### src/rtl/instr_fetch_unit.sv
// Instruction fetch front end: credit-limited sequential requests to imem,
// in-order responses buffered in a small prefetch FIFO, redirect and HALT.
module instr_fetch_unit #(
  parameter int unsigned ADDR_W = 12,
  parameter int unsigned DATA_W = 32,
  parameter int unsigned DEPTH  = 4
) (
  input  logic              clk,
  input  logic              rst_n,
  input  logic              redirect_valid,
  input  logic [ADDR_W-1:0] redirect_pc,
  output logic              imem_req,
  output logic [ADDR_W-1:0] imem_addr,
  input  logic              imem_gnt,
  input  logic              imem_rvalid,
  input  logic [DATA_W-1:0] imem_rdata,
  output logic              ir_valid,
  output logic [DATA_W-1:0] ir_data,
  output logic [ADDR_W-1:0] ir_pc,
  input  logic              ir_ready,
  output logic              halted
);

  localparam int unsigned PTR_W = (DEPTH > 1) ? $clog2(DEPTH) : 1;
  localparam int unsigned CNT_W = PTR_W + 1;
  localparam int unsigned SUM_W = CNT_W + 1;
  localparam logic [3:0]  HALT_OP = 4'b1000;

  typedef enum logic {
    ST_RUN    = 1'b0,
    ST_HALTED = 1'b1
  } state_t;

  state_t            state_q, state_d;
  logic [ADDR_W-1:0] fetch_pc_q, fetch_pc_d;
  logic [ADDR_W-1:0] resp_pc_q, resp_pc_d;
  logic [PTR_W-1:0]  wr_ptr_q, wr_ptr_d;
  logic [PTR_W-1:0]  rd_ptr_q, rd_ptr_d;
  logic [CNT_W-1:0]  count_q, count_d;
  logic [CNT_W-1:0]  outst_q, outst_d;
  logic [CNT_W-1:0]  drop_q, drop_d;
  logic              req_q, req_d;
  logic [DATA_W-1:0] fifo_data_q [DEPTH];
  logic [ADDR_W-1:0] fifo_pc_q   [DEPTH];

  logic gnt_fire_c;
  logic push_c;
  logic pop_c;

  // Next-state: redirect overrides everything; otherwise grant, response and pop
  always_comb begin
    state_d    = state_q;
    fetch_pc_d = fetch_pc_q;
    resp_pc_d  = resp_pc_q;
    wr_ptr_d   = wr_ptr_q;
    rd_ptr_d   = rd_ptr_q;
    count_d    = count_q;
    drop_d     = drop_q;
    gnt_fire_c = req_q && imem_gnt;
    push_c     = imem_rvalid && (drop_q == '0) && !redirect_valid;
    pop_c      = (count_q != '0) && ir_ready && !redirect_valid;
    outst_d    = outst_q + CNT_W'(gnt_fire_c) - CNT_W'(imem_rvalid);

    if (redirect_valid) begin
      state_d    = ST_RUN;
      fetch_pc_d = redirect_pc;
      resp_pc_d  = redirect_pc;
      wr_ptr_d   = '0;
      rd_ptr_d   = '0;
      count_d    = '0;
      drop_d     = outst_d;
    end else begin
      if (gnt_fire_c) begin
        fetch_pc_d = fetch_pc_q + ADDR_W'(1);
      end
      if (imem_rvalid && (drop_q != '0)) begin
        drop_d = drop_q - CNT_W'(1);
      end
      if (push_c) begin
        wr_ptr_d  = wr_ptr_q + PTR_W'(1);
        resp_pc_d = resp_pc_q + ADDR_W'(1);
        if (imem_rdata[DATA_W-1 -: 4] == HALT_OP) begin
          state_d = ST_HALTED;
        end
      end
      if (pop_c) begin
        rd_ptr_d = rd_ptr_q + PTR_W'(1);
      end
      count_d = count_q + CNT_W'(push_c) - CNT_W'(pop_c);
    end

    // Buffered plus in-flight words never exceed the FIFO depth
    req_d = (state_d == ST_RUN) &&
            ((SUM_W'(count_d) + SUM_W'(outst_d)) < SUM_W'(DEPTH));
  end

  // Control and FSM state registers
  always_ff @(posedge clk) begin
    if (!rst_n) begin
      state_q    <= ST_RUN;
      fetch_pc_q <= '0;
      resp_pc_q  <= '0;
      wr_ptr_q   <= '0;
      rd_ptr_q   <= '0;
      count_q    <= '0;
      outst_q    <= '0;
      drop_q     <= '0;
      req_q      <= 1'b0;
    end else begin
      state_q    <= state_d;
      fetch_pc_q <= fetch_pc_d;
      resp_pc_q  <= resp_pc_d;
      wr_ptr_q   <= wr_ptr_d;
      rd_ptr_q   <= rd_ptr_d;
      count_q    <= count_d;
      outst_q    <= outst_d;
      drop_q     <= drop_d;
      req_q      <= req_d;
    end
  end

  // FIFO storage; cleared on reset so the head reads zero while empty
  always_ff @(posedge clk) begin
    if (!rst_n) begin
      for (int i = 0; i < int'(DEPTH); i++) begin
        fifo_data_q[i] <= '0;
        fifo_pc_q[i]   <= '0;
      end
    end else if (push_c) begin
      fifo_data_q[wr_ptr_q] <= imem_rdata;
      fifo_pc_q[wr_ptr_q]   <= resp_pc_q;
    end
  end

  // Credit accounting must never let a response land in a full FIFO
  always_ff @(posedge clk) begin
    if (rst_n) begin
      assert (!(push_c && (count_q == CNT_W'(DEPTH)) && !pop_c));
    end
  end

  assign imem_req  = req_q;
  assign imem_addr = fetch_pc_q;
  assign ir_valid  = (count_q != '0);
  assign ir_data   = fifo_data_q[rd_ptr_q];
  assign ir_pc     = fifo_pc_q[rd_ptr_q];
  assign halted    = (state_q == ST_HALTED);

endmodule

### config.mk
export PLATFORM = sky130hd
export DESIGN_NAME = instr_fetch_unit
export DESIGN_NICKNAME = d
export VERILOG_FILES = /design/src/rtl/instr_fetch_unit.sv
export SDC_FILE = /design/constraint.sdc
export NUM_CORES = 1
export LEC_CHECK = 0
export ABC_AREA = 0
export CAP_MARGIN = 10
export CORE_ASPECT_RATIO = 0.5
export CORE_UTILIZATION = 50
export CTS_CLUSTER_DIAMETER = 120
export DETAILED_ROUTE_END_ITERATION = 7
export PLACE_DENSITY = 0.78
export SKIP_LAST_GASP = 1
export SLEW_MARGIN = 40
export SYNTH_ARGS = -nofsm -noshare
export SYNTH_HDL_FRONTEND = slang
export SYNTH_SLANG_ARGS = --single-unit
### constraint.sdc
create_clock -name clk -period 7.6 [get_ports clk]
set_input_delay 1.14 -clock clk [delete_from_list [all_inputs] [get_ports clk]]
set_output_delay 1.14 -clock clk [all_outputs]
set_load 0.01 [all_outputs]
After elaboration in Yosys (flattened, before gate mapping)
Memories as Yosys holds them, arrays and structs flattened. A register that Yosys moved wholly into a read port is not among the register bits.
Index checks and enable logic that the tools add are counted.
Word-level totals
  output and inout port bits: 59
  memories kept: 2
  memory bits (writable): 176
  bits in registers: 39
  logic and storage cells: 66
  bits of input ports: 50
Memories
  fifo_data_q: depth 4, bits a word 32, rd ports 1, clocked after Yosys merged registers in 1, wr ports 4, line 43  | logic [DATA_W-1:0] fifo_data_q [DEPTH];
  fifo_pc_q: depth 4, bits a word 12, rd ports 1, clocked after Yosys merged registers in 1, wr ports 4, line 44  | logic [ADDR_W-1:0] fifo_pc_q [DEPTH];
Operators by class
  reductions and logical operators: 17
  equality and inequality tests: 1
  bitwise gates (word level): 2
  mux-type cells: 24
  magnitude comparators: 1
  $add $sub $neg: 10
Operators by type and width (number)
  two-way mux 12 bit: 5
  two-way mux 32 bit: 1
  OR reduction 32 bit: 1
  adder 12 x 1 -> 12 bit (second input constant): 2
  two-way mux 2 bit: 6
  OR reduction 12 bit: 1
  two-way mux 1 bit: 9
  two-way mux 3 bit: 3
  logical AND 1 bit: 7
  adder 3 x 1 -> 3 bit: 2
  nonzero test 2 bit: 3
  nonzero test 3 bit: 2
  subtractor 3 x 1 -> 3 bit: 2
  adder 2 x 1 -> 2 bit (second input constant): 2
  adder 3 x 3 -> 4 bit: 1
  == test 4 bit (second input constant): 1
  < comparator 4 x 3 -> 1 bit (second input constant): 1
  zero test 3 bit: 1
  subtractor 3 x 1 -> 3 bit (second input constant): 1
  inverter 1 bit: 2
  OR reduction 2 bit: 1
  zero test 1 bit: 1

Longest topological paths before layout
Gate-level depths: netlist (run 1).
  word-level depth: 9
  depth in mapped cells: 15
  depth with buffers taken out: 14

Worst setup path after synthesis (run 1)
No wires, ideal clock.
  kind: input to register
  start: in redirect_valid
  end: mem fifo_data_q[1][0], enable pin
  data required time: 7.094 ns
  setup time: 0.506 ns
  stages on the path: 5
  buffers on the path: 2
  arrival: 4.923 ns
  path slack: 2.171 ns
  path through: clkbuf_2 -> clkinv_1 -> clkbuf_1 -> nand2_1 -> o21ai_0
RTL lines
  start, declared: line 10  | input logic redirect_valid,
  end, declared: line 43

Final worst setup path (run 1)
  start: in imem_rvalid
  end: reg req_q, in the netlist imem_req
Between the ends
  longest elaborated chain between the ends: 8
  elaborated cells on any way between the ends: 12
  classes of those cells: 4 x add/sub; 1 x order compare; 3 x mux; 1 x bitwise; 3 x reduce/logical
RTL lines
  start, declared: line 15  | input logic imem_rvalid,
  logical AND 1 bit (2 in a row): line 60  | push_c = imem_rvalid && (drop_q == '0) && !redirect_valid;
  adder 3 x 1 -> 3 bit: line 89  | count_d = count_q + CNT_W'(push_c) - CNT_W'(pop_c);
  subtractor 3 x 1 -> 3 bit: line 89
  two-way mux 3 bit: line 64  | if (redirect_valid) begin
  named net count_d[2]: line 39  | logic [CNT_W-1:0] count_q, count_d;
  adder 3 x 3 -> 4 bit: line 94  | ((SUM_W'(count_d) + SUM_W'(outst_d)) < SUM_W'(DEPTH));
  < comparator 4 x 3 -> 1 bit: line 94
  logical AND 1 bit: line 93  | req_d = (state_d == ST_RUN) &&
  end signal, assigned: line 118  | req_q <= req_d;
  end, declared: line 42  | logic req_q, req_d;
The timed path passes the listed nets, and every way through them passes these cells.
A chain may end at the register's enable or synchronous reset.

==> summary.txt, run 1 <==
Power
  • Switching share of power: 23.3%
  • Clock share of power: 35.7%
  • Net Sw Power: 624 µW
  • VDD IR-drop max: 0.143 mV
  • Sequential Power Share: 52.4%
  • PD cells: 231 nW/µm²
  • Gate power share: 11.9%
  • Leakage: 4.10 nW
  • Internal power: 2.06 mW

Synth
  • Ys async rst share: 0%
  • Count leader, synth: and2_1
  • Mapped Avg Cell Area: 14.5 µm²
  • Syn Nets: 720
  • Post-synth EDFFs: 176
  • Synth area leader: edfxtp_1
  • Synth cell count leaders: and2_1, edfxtp_1, mux4_2, dfxtp_1, a21oi_1
  • Top-area cell type share of the netlist area: 55.3%
  • Synth top area cells: edfxtp_1, and2_1, mux4_2, dfxtp_1, xnor2_1
  • Cells after Synth: 658
  • Count of warnings emitted by yosys: 0
  • Seq/Total Area, Yosys: 63.9%
  • Unique masters post-synth: 42
  • Ys flop type: edfxtp_1
  • Mapped Area: 9560 µm²
  • #FFs+latches synth: 217

Critical path
  • Worst R2R End: imem_req$_SDFF_PN0_
  • Critical Path End Type: flop
  • CP Cell Sequence: clkdlybuf4s50_1, and3b_1, nand2_1, ha_1, inv_1, ha_1, fa_1, xnor2_1, xnor2_1, nor2_1, ha_1, nor4_1
  • Critical R2R Launch: drop_q[0]$_SDFFE_PN0P_
  • CP Class: in -> reg
  • Reg2Reg Setup Slack: 4.15 ns
  • Worst R2R Path Depth: 13
  • Arrival @ worst endpoint: 4.52 ns
  • Cell mode on critical path: ha_1
  • Startpoint Class: primary input
  • Worst Path Required: 7.98 ns
  • Crit-path max cell delay: 0.62 ns
  • CP bufs+invs: 2
  • Worst Path Max Fanout: 10
  • CP top delay family: adder cells
  • Slowest stage cell on the critical path: clkdlybuf4s50_1

Place
  • Port bufs: 108
  • Final GP Congestion: 0.790
  • HPWL after DPL: 11,800 µm

Global route
  • Initial antenna violation count: 0
  • Vias in the first global route: 5,774
  • Gr usage total: 20.5%
  • Met2 Usage GRT: 34.6%
  • Remaining global-route overflow: 0
  • First-pass GRT wire length: 30,800 µm
  • Pin count of the biggest net entering global routing: 45
  • Gr busiest metal: met2
  • Met3 usage: 3.06%
  • M1 GR Usage: 28.6%

Hold path
  • HP Start: rd_ptr_q[1]$_SDFFE_PP0P_
  • Hold Crit Depth: 2
  • Worst hold path class: reg -> reg

Detailed routing
  • Post-DR vias/cell: 5.34
  • Routed vias: 5,539
  • Routed len/inst: 18.7 µm
  • Initial DRC count: 395
  • Post-Route WL: 19,400 µm
  • Post-route DRC violation count: 0
  • Routed Antenna Nets: 0
  • TritonRoute pass-1 iters: 4

Cells and area
  • Multi-input gate area in the final layout: 3290 µm²
  • Layout cells sized above 1: 13.0%
  • Antenna cells: 0
  • Synth-to-Final Area Change: 21.7%
  • Filler cells: 1,398
  • Nets: 826
  • Sequential cell area: 6110 µm²

STA
  • Fin crit share: 54.6%
  • Max-slew headroom: 55.0%
  • Max Clock Skew: 0.00929 ns
  • Final TNS setup: 0 ns
  • Unrepaired setup endpoints after global routing: false
  • Final hold slack: 0.528 ns
  • Max Fclk: 241 MHz
  • Final Max Tran Viols: 0
  • Tightest Pin Transition: 0.675 ns
  • Final setup fails: 0
  • Final hold vios: 0
  • Fin crit period: 4.15 ns

Floorplan
  • Core area: 18,600 µm²
  • Die X: 198 µm
  • Die Y: 99.8 µm
  • Ports: 109
  • FP Rows: 35
  • Initial Utilization: 51.5%
  • Full die area: 19,700 µm²

CTS
  • Max Root-Sink Buffers: 3
  • TritonCTS clock tree: yes
  • Post_cts resized: 0
  • Post-CTS setup buffers: 0
  • Clock transition at path regs: 0.06 ns
  • Clock root buffer: clkbuf_16
  • Num CTS Buffers: 20
  • Worst-Skew Late Latency: 0.49 ns
  • Hold buffer count at cts: 0
  • H-tree levels: 1
  • CTS Sinks: 217

Flow run
  • Max Cap Violations: 0

Outcome
  • Status: complete, no violations
power by group through the flow:
stage / clock, mW / sequential [mW] / combinational [mW]
after floorplan: 0 / 1.42 / 0.182
after global placement: 0 / 1.43 / 0.313
after detailed placement: 0 / 1.43 / 0.322
after CTS: 0.976 / 1.41 / 0.324
after global routing: 1.02 / 1.41 / 0.352
final: 0.959 / 1.41 / 0.320
worst min-delay path, cell delays in order (launching register included):
cell	delay [ns]
dfxtp_1	0.32
xnor2_1	0.12
nor2_1	0.05
how the worst max path moves through the flow:
stage                   startpoint                              end  slack [ns]  cells past startpoint
floorplan           redirect_valid  fifo_data_q[1][0]$_SDFFCE_PN0P_        2.17                      5
global placement       imem_rvalid              imem_req$_SDFF_PN0_        3.14                     12
detailed placement     imem_rvalid              imem_req$_SDFF_PN0_        2.99                     12
CTS                    imem_rvalid              imem_req$_SDFF_PN0_        3.44                     12
global route           imem_rvalid              imem_req$_SDFF_PN0_        3.21                     12
finish                 imem_rvalid              imem_req$_SDFF_PN0_        3.45                     12
kinds of logic (layout without fill, tap and decap cells):
logic type | count (synthesis) | after routing | synth area share, %
flip-flops | 217 | 217 | 63.9
multiplexers | 45 | 45 | 10.5
XOR/XNOR | 29 | 29 | 2.66
AND/OR/NAND/NOR | 255 | 255 | 16.1
AO/OA/AOI/OAI | 51 | 51 | 2.91
adder cells (fa/ha/maj) | 12 | 12 | 1.73
buffers and inverters | 49 | 169 | 2.24
cells in the final DEF (no fill, tap or decap), drive strengths merged, types with 15 or more instances in the layout:
cell type	synthesis	routed
dfxtp	41	41
clkdlybuf4s50	0	108
a21oi	28	28
clkbuf	24	24
xnor2	20	20
mux4	44	44
nand2	15	15
edfxtp	176	176
and2	177	177
o21ai	17	17
layout make-up:
type                       instances  area share (%)
clock inverter                    12           0.721
clock buffer                      24            4.61
inverter                          11           0.355
tap                              259            2.79
sequential                       217            52.5
multi-input combinational        392            28.3
timing repair buffer             122            10.7
sequential cells by signal, indices dropped and copies added (netlist names), named ones only:
signal	count
fifo_data_q	128
fifo_pc_q	48
imem_addr	12
resp_pc_q	12
count_q	3
drop_q	3
outst_q	3
rd_ptr_q	2
wr_ptr_q	2
halted	1
imem_req	1
per-stage QoR:
step                      util, %  std cells  total power [mW]  instance area [µm²]  setup WS [ns]
after global placement       58.8        996              1.74                10900           3.14
after detailed placement     59.3       1001              1.75                11000           2.99
final                        62.7       1037              2.68                11600           3.45
after CTS                    62.7       1037              2.71                11600           3.44
after global routing         62.7       1037              2.78                11600           3.21
after floorplan                 -        658              1.60                 9560           2.17
routing by layer:
| metal | wire length [µm] | vias up |
|---|---|---|
| met4 | 244 | 0 |
| met1 | 8510 | 2763 |
| met3 | 1050 | 22 |
| li1 | - | 2615 |
| met5 | 0 | - |
| met2 | 9580 | 139 |
Note: power is estimated with default switching activity, not from simulation.
==> run 2: changes to the inputs <==
- clock period: 7.6 -> 3.9 ns (I/O delays scaled with it)
==> summary.txt, run 2 (synthesized netlist as in run 1, its figures left out) <==
Outcome
  • Status: complete, no violations

STA
  • Final hold vios: 0
  • Final setup fails: 0
  • Final TNS setup: 0 ns
  • Max Clock Skew: 0.0183 ns
  • Max Fclk: 324 MHz
  • Final hold slack: 0.524 ns
  • Fin crit period: 3.08 ns
  • Final Max Tran Viols: 0
  • Fin crit share: 79.1%
  • Unrepaired setup endpoints after global routing: false
  • Tightest Pin Transition: 0.687 ns
  • Max-slew headroom: 54.2%

Power
  • PD cells: 456 nW/µm²
  • Leakage: 4.14 nW
  • VDD IR-drop max: 0.347 mV

Global route
  • Vias in the first global route: 5,615
  • Initial antenna violation count: 0
  • Gr usage total: 20.2%
  • Remaining global-route overflow: 0
  • Pin count of the biggest net entering global routing: 45
  • First-pass GRT wire length: 30,500 µm

Floorplan
  • Core area: 18,600 µm²
  • Initial Utilization: 51.5%
  • Die X: 198 µm
  • Full die area: 19,700 µm²
  • Ports: 109
  • FP Rows: 35
  • Die Y: 99.8 µm

Cells and area
  • Layout cells sized above 1: 13.2%
  • Antenna cells: 0
  • Commonest non-fill, non-tap cell in the layout: and2_1
  • Most frequent cells in the layout: and2_1, edfxtp_1, clkdlybuf4s50_1
  • Filler cells: 1,383
  • Synth-to-Final Area Change: 22.4%
  • Max reg flops: 128
  • Reg with most FFs: fifo_data_q
  • Nets: 830
  • Largest regs: fifo_data_q x128, fifo_pc_q x48

Critical path
  • Worst R2R End: imem_req$_SDFF_PN0_
  • Critical Path End Type: output pin
  • Worst R2R Path Depth: 11
  • Worst Path Required: 3.31 ns
  • CP Cell Sequence: buf_12, mux4_2, clkdlybuf4s50_1
  • Arrival @ worst endpoint: 2.50 ns
  • Reg2Reg Setup Slack: 1.03 ns
  • CP Class: reg -> out
  • Crit-path max cell delay: 0.63 ns
  • Critical R2R Launch: count_q[2]$_SDFF_PN0_
  • Startpoint Class: flop
  • Worst Path Max Fanout: 25
  • Slowest stage cell on the critical path: dfxtp_4

CTS
  • Post-CTS setup buffers: 0
  • Clock root buffer: clkbuf_16
  • Post_cts resized: 0
  • TritonCTS clock tree: yes
  • Worst-Skew Late Latency: 0.50 ns
  • Num CTS Buffers: 20
  • Hold buffer count at cts: 0
  • H-tree levels: 1
  • CTS Sinks: 217
  • Max Root-Sink Buffers: 3
  • Clock transition at path regs: 0.07 ns

Hold path
  • Worst hold path class: reg -> reg
  • Hold Crit Depth: 2
  • HP Start: rd_ptr_q[1]$_SDFFE_PP0P_

Detailed routing
  • Routed Antenna Nets: 0
  • Routed len/inst: 18.5 µm
  • Routed vias: 5,520
  • Post-route DRC violation count: 0
  • TritonRoute pass-1 iters: 5
  • Initial DRC count: 427
  • Post-Route WL: 19,300 µm
  • Post-DR vias/cell: 5.30

Place
  • Final GP Congestion: 0.797
  • Port bufs: 108
  • HPWL after DPL: 11,500 µm

Flow run
  • Max Cap Violations: 0
-- run 2: changes by cell type in the layout (fill, tap and decap cells not counted) --
cell	before	now
clkinv_8	0	1
clkbuf_1	3	4
clkinv_2	6	3
clkinvlp_2	1	0
buf_12	2	5
buf_4	9	13
buf_8	2	0
buf_16	1	0
clkinv_1	4	5
bufinv_16	1	2
-- run 2: where the power goes --
part | switching, mW | total (mW) | internal [mW] | leakage, nW
clock network | 0.837 | 1.96 | 1.12 | 0.317
registers | 0.0812 | 2.74 | 2.65 | 2.16
logic | 0.319 | 0.640 | 0.321 | 1.66
total | 1.24 | 5.34 | 4.10 | 4.14
-- run 2: layout make-up --
cell class / count / area (µm²) / area share, %
Timing Repair Buffer: 126 / 1280 / 10.9
Tap cell: 259 / 324 / 2.77
Clock buffer: 25 / 541 / 4.62
Multi-Input combinational cell: 392 / 3290 / 28.1
Inverter: 11 / 41.3 / 0.353
Sequential cell: 217 / 6110 / 52.2
Clock inverter: 11 / 114 / 0.973
-- run 2: stage by stage --
step                power [mW]  setup WS (ns)  std cells  area [µm²]  util [%]
detailed placement        3.43          0.417       1005       11000      59.5
finish                    5.34          0.816       1041       11700      63.0
CTS                       5.37          0.761       1041       11700      63.0
global route              5.53          0.694       1041       11700      63.0
floorplan                 3.13         -0.974        658        9560         -
global placement          3.41          0.543       1005       11000      59.5
-- run 2: worst max-delay path by stage --
stage	to	slack, ns
after global routing	ir_data[14]	0.69
after floorplan	fifo_data_q[1][0]$_SDFFCE_PN0P_	-0.97
final	ir_data[13]	0.82
after global placement	imem_req$_SDFF_PN0_	0.54
after detailed placement	imem_req$_SDFF_PN0_	0.42
after CTS	ir_data[14]	0.76
-- run 2: worst max-delay path, delay by kind of cell, from the launching register on --
kind	cells	cell delay, ns
buffers and inverters	2	0.79
flip-flops	1	0.63
multiplexers	1	0.56
-- run 2: routing by layer --
metal | global-route usage, % | wire [µm]
met3 | 2.96 | 1160
met5 | 0 | 0
met4 | 4.05 | 291
met2 | 33.2 | 9330
met1 | 29.1 | 8500
==> patch 1: new RTL, config.mk and constraints of run 2 <==
Set the parameter `DEPTH` to 2 (it was 4).
--- a/src/rtl/instr_fetch_unit.sv
+++ b/src/rtl/instr_fetch_unit.sv
@@ -4,5 +4,5 @@
   parameter int unsigned ADDR_W = 12,
   parameter int unsigned DATA_W = 32,
-  parameter int unsigned DEPTH  = 4
+  parameter int unsigned DEPTH  = 2
 ) (
   input  logic              clk,
Check against the original RTL: not equivalent (Yosys sat finds a counterexample within 4 cycles, from zero or initial values and one cycle with rst_n low).
==> patch 1 against run 2 <==
  * First-iteration DRC count is 67% lower
  * Final area shrank 37%
  * Wire length down 44%
  * Total power is 31% lower
  * Final cell count decreased by 33%
  * Sequential share of layout area down 6.7 points
  * Setup slack improved by 0.21 ns
  * Sequential cell count is 94 lower
  * Synthesized area down 43%
  * Critical endpoint is now imem_req$_SDFF_PN0_
  * Largest cell class unchanged
  * Largest power group unchanged
==> patch 1: results <==
{
  "power_clock_mw": 1.58,
  "status": "finished, final reports clean",
  "post-dp-hpwl_mm": 6.735,
  "pwr-share-seq_pct": 43.0,
  "grt_pass1_vias": 3566,
  "place_congestion": 0.7340,
  "fin_skew_ns": 0.006081,
  "maxSlewHeadroom_pct": 59.23,
  "grt_pass1_wl_mm": 17.67,
  "cts_buffers": 17,
  "crit_fanout": 6,
  "cts.clk_slew.worst_paths_ns": 0.05,
  "r2r_slack_ns": 1.22,
  "synthDistinctLibCells": 39,
  "place_ws_ns": 0.5900,
  "hp-start": "halted$_SDFF_PN0_",
  "ys_top_cells_by_count": "and2_1, edfxtp_1, mux2_2, dfxtp_1, a21oi_1",
  "h-tree-depth": 4,
  "grt_use_total_pct": 20.52,
  "seq_area_frac_synth_pct": 61.16,
  "final_area_sq_um": 7341,
  "cts_buffer_depth": 2,
  "fmax_ghz": 0.3485,
  "power.switching_mw": 0.8127,
  "fill_cells": 777,
  "arrival_ns": 3.17,
  "r2r_cells": 12,
  "drive_gt1_share_pct": 15.95,
  "clkLatencyLatePin_ns": 0.39,
  "critPathSlowestCell": "clkdlybuf4s50_1",
  "synth_fp_nets": 487,
  "routedWlPerCell_um": 15.41,
  "leakage_nw": 2.754,
  "crit_path_end": "imem_req$_SDFF_PN0_",
  "postPlaceCellArea_sq_um": 6749,
  "nNetsFinal": 603,
  "drt_iter0_drc": 139,
  "via_per_inst": 5.080,
  "peakVddDrop_uv": 325.7,
  "synth_edf_count": 88,
  "cts_resized": 0,
  "cp_top_family": "adder cells",
  "synth.area.top_cells": "edfxtp_1, dfxtp_1, and2_1",
  "top_regs": "fifo_data_q x64, fifo_pc_q x24"
}
patch 1: changes by cell type after synthesis, moves of 4 or more:
cell,before,now
xnor2_1,20,16
dfxtp_1,41,35
nor4_1,7,1
a21oi_1,28,23
mux2_2,0,44
edfxtp_1,176,88
mux4_2,44,0
o21ai_0,17,12
clkbuf_2,9,0
buf_2,12,5
and2_1,177,90
patch 1: cells by family (layout without fill, tap and decap cells):
family | count (synthesis) | count (layout) | share of synthesized area, %
multiplexers | 45 | 45 | 9.247
adder cells (fa/ha/maj) | 8 | 8 | 1.968
AND/OR/NAND/NOR | 154 | 154 | 16.91
flip-flops | 123 | 123 | 61.16
buffers and inverters | 30 | 159 | 2.174
XOR/XNOR | 28 | 28 | 4.486
AO/OA/AOI/OAI | 41 | 41 | 4.052
patch 1: metrics by stage:
stage          instances  power [mW]  hold slack, ns
6_report             698       3.672          0.4894
4_1_cts              698       3.707          0.5046
5_1_grt              698       3.823          0.5543
3_3_place_gp         666       2.108          0.4714
2_1_floorplan        429       1.860          0.4725
3_5_place_dp         666       2.122          0.4910
patch 1: per-layer routing:
| layer | GRT usage [%] | up-vias | part of all wire, % |
|---|---|---|---|
| met4 | 6.566 | 0 | 0.53 |
| met1 | 24.79 | 1709 | 44 |
| li1 | - | 1761 | - |
| met5 | 0 | - | 0 |
| met3 | 5.000 | 4 | 4.0 |
| met2 | 35.97 | 72 | 51 |
patch 1: layout make-up:
cell class                 count  area share (%)
clock inverter                10           2.011
tap                          140           2.386
inverter                      10          0.5113
multi-input combinational    276           27.66
timing repair buffer         117           15.82
sequential                   123           45.56
clock buffer                  22           6.051
==> patch 2: new RTL, settings of run 2 <==
Made on the original files. Reset style: asynchronous (`rst_n`), changed in 2 clocked blocks.
--- a/src/rtl/instr_fetch_unit.sv
+++ b/src/rtl/instr_fetch_unit.sv
@@ -96,5 +96,5 @@
 
   // Control and FSM state registers
-  always_ff @(posedge clk) begin
+  always_ff @(posedge clk or negedge rst_n) begin
     if (!rst_n) begin
       state_q    <= ST_RUN;
@@ -121,5 +121,5 @@
 
   // FIFO storage; cleared on reset so the head reads zero while empty
-  always_ff @(posedge clk) begin
+  always_ff @(posedge clk or negedge rst_n) begin
     if (!rst_n) begin
       for (int i = 0; i < int'(DEPTH); i++) begin
Check against the original RTL: differs if rst_n is asserted again (counterexample within 4 cycles, from zero or initial values and one cycle with rst_n low); with rst_n held inactive, the same outputs for 4 cycles.
==> patch 2 against run 2 <==
  * Setup slack worse by 0.24 ns
  * Sequential cell count fell by 2
  * Clock skew shrank 0.010 ns
  * Critical endpoint is now imem_req$_DFF_PN0_
  * Wire length grew 2.0%
  * Final area is 3.5% higher
  * Count of clock-buffer cells in the layout grew 6
  * Synthesized area up 5.8%
Power is not compared: it rests on default switching activity, and its combinational part moved more than twofold at a synthesized area within 25%.
==> patch 2: results <==
{
  "grt_pass1_wl_mm": 33.00,
  "h-tree-depth": 1,
  "fin_skew_ns": 0.008062,
  "cts_root_buffer": "clkbuf_16",
  "worstReg2RegEnd": "imem_req$_DFF_PN0_",
  "seq_area_frac_synth_pct": 53.19,
  "cts.clk_slew.worst_paths_ns": 0.06,
  "synth_fp_nets": 700,
  "leakage_nw": 5.664,
  "arrival_ns": 3.71,
  "synth.area.top_cells": "dfrtp_1, mux2_2, mux2_4",
  "r2r_slack_ns": 0.58,
  "port_buffers": 108,
  "ys_top_cells_by_count": "dfrtp_1, mux2_2, mux2_4, mux4_2, xnor2_1",
  "status": "finished, final reports clean",
  "synthDistinctLibCells": 41,
  "ys.warnings.count": 0,
  "r2r_cells": 16,
  "synth_top_family_by_area": "multiplexers",
  "synth_xor_area_share_pct": 2.684,
  "reg2reg_from": "drop_q[0]$_DFFE_PN0P_",
  "synth_mux_area_share_pct": 33.54,
  "routedWlPerCell_um": 19.32,
  "cts_resized": 0,
  "grt_pass1_vias": 6041,
  "top_regs": "fifo_data_q x128, fifo_pc_q x48",
  "hp-start": "fifo_pc_q[8]$_DFFE_PN0P_",
  "hold_end": "fifo_pc_q[8]$_DFFE_PN0P_",
  "synth-compound-area-share_pct": 1.188,
  "hp-class": "flop to flop",
  "grt_max_degree": 92,
  "power.switching_mw": 2.250,
  "drt_iter0_drc": 138,
  "place_congestion": 0.7702,
  "maxSlewHeadroom_pct": 42.61,
  "clkLatencyLatePin_ns": 0.49,
  "antenna_found_initial": 0,
  "hold_depth": 1,
  "fill_cells": 1514,
  "drive_gt1_share_pct": 38.16,
  "post-dp-hpwl_mm": 12.27,
  "nNetsFinal": 805,
  "cts_buffer_depth": 3,
  "crit_fanout": 4,
  "hold_slack_ns": 0.5013,
  "grt_use_total_pct": 20.11,
  "async_flop_share_pct": 100.0,
  "num_antenna_cells": 0,
  "firstDrtPassIters": 4,
  "vias": 5531,
  "peakVddDrop_uv": 372.9,
  "synthAdderAreaFrac_pct": 2.128
}
[patch 2: stage by stage]
step                instance area [sq um]  instances  setup WS [ns]
floorplan                           10110        634         0.6816
global placement                    11370        981         0.2573
detailed placement                  11370        981         0.1950
CTS                                 12070       1016         0.5508
global route                        12110       1018         0.3149
finish                              12110       1018         0.5773
[patch 2: power by group through the flow]
stage	Combinational, mW	Clock (mW)	Sequential, mW
2_1_floorplan	1.84	0	3.06
3_3_place_gp	2.80	0	3.21
3_5_place_dp	2.86	0	3.25
4_1_cts	2.87	2.12	3.22
5_1_grt	3.05	2.21	3.30
6_report	2.83	2.05	3.21
[patch 2: cell type report]
| cell class | instances | share of cell area (%) |
|---|---|---|
| clock buffer | 31 | 5.144 |
| clock inverter | 4 | 0.5991 |
| inverter | 13 | 0.4028 |
| multi-input combinational | 370 | 36.52 |
| sequential | 215 | 44.45 |
| tap | 266 | 2.747 |
| timing repair buffer | 119 | 10.13 |
[patch 2: cells by family after synthesis]
kind of cell / Yosys count
AO/OA/AOI/OAI: 18
XOR/XNOR: 31
adder cells (fa/ha/maj): 16
buffers and inverters: 49
flip-flops: 215
multiplexers: 235
AND/OR/NAND/NOR: 70
[patch 2: how the worst max path moves through the flow]
stage                                startpoint                 end  cells after the start
after floorplan           drop_q[0]$_DFFE_PN0P_  imem_req$_DFF_PN0_                     16
after global placement              imem_rvalid  imem_req$_DFF_PN0_                     15
after detailed placement            imem_rvalid  imem_req$_DFF_PN0_                     15
after CTS                 drop_q[0]$_DFFE_PN0P_  imem_req$_DFF_PN0_                     16
after global routing      drop_q[0]$_DFFE_PN0P_  imem_req$_DFF_PN0_                     16
final                     drop_q[0]$_DFFE_PN0P_  imem_req$_DFF_PN0_                     16
[patch 2: metal layers]
metal | routed length [um] | vias up | track usage [%] | part of all wire [%]
met5 | 0 | - | 0 | 0
met4 | 239 | 0 | 3.355 | 1.2
met3 | 598 | 22 | 3.034 | 3.0
met2 | 9293 | 86 | 32.80 | 47
met1 | 9536 | 2905 | 29.39 | 48
li1 | - | 2518 | - | -
[patch 2: critical path, cell delays in order, from the launching register on]
cell and delay, ns:
dfrtp_1 0.37, inv_1 0.11, ha_1 0.24, nand3b_2 0.20, nor2_8 0.12, inv_1 0.05
ha_1 0.28, inv_1 0.06, ha_1 0.13, inv_1 0.05, fa_1 0.37, xor2_1 0.18
xnor2_1 0.14, nor2_1 0.08, ha_1 0.29, or3_1 0.36, a311oi_1 0.20
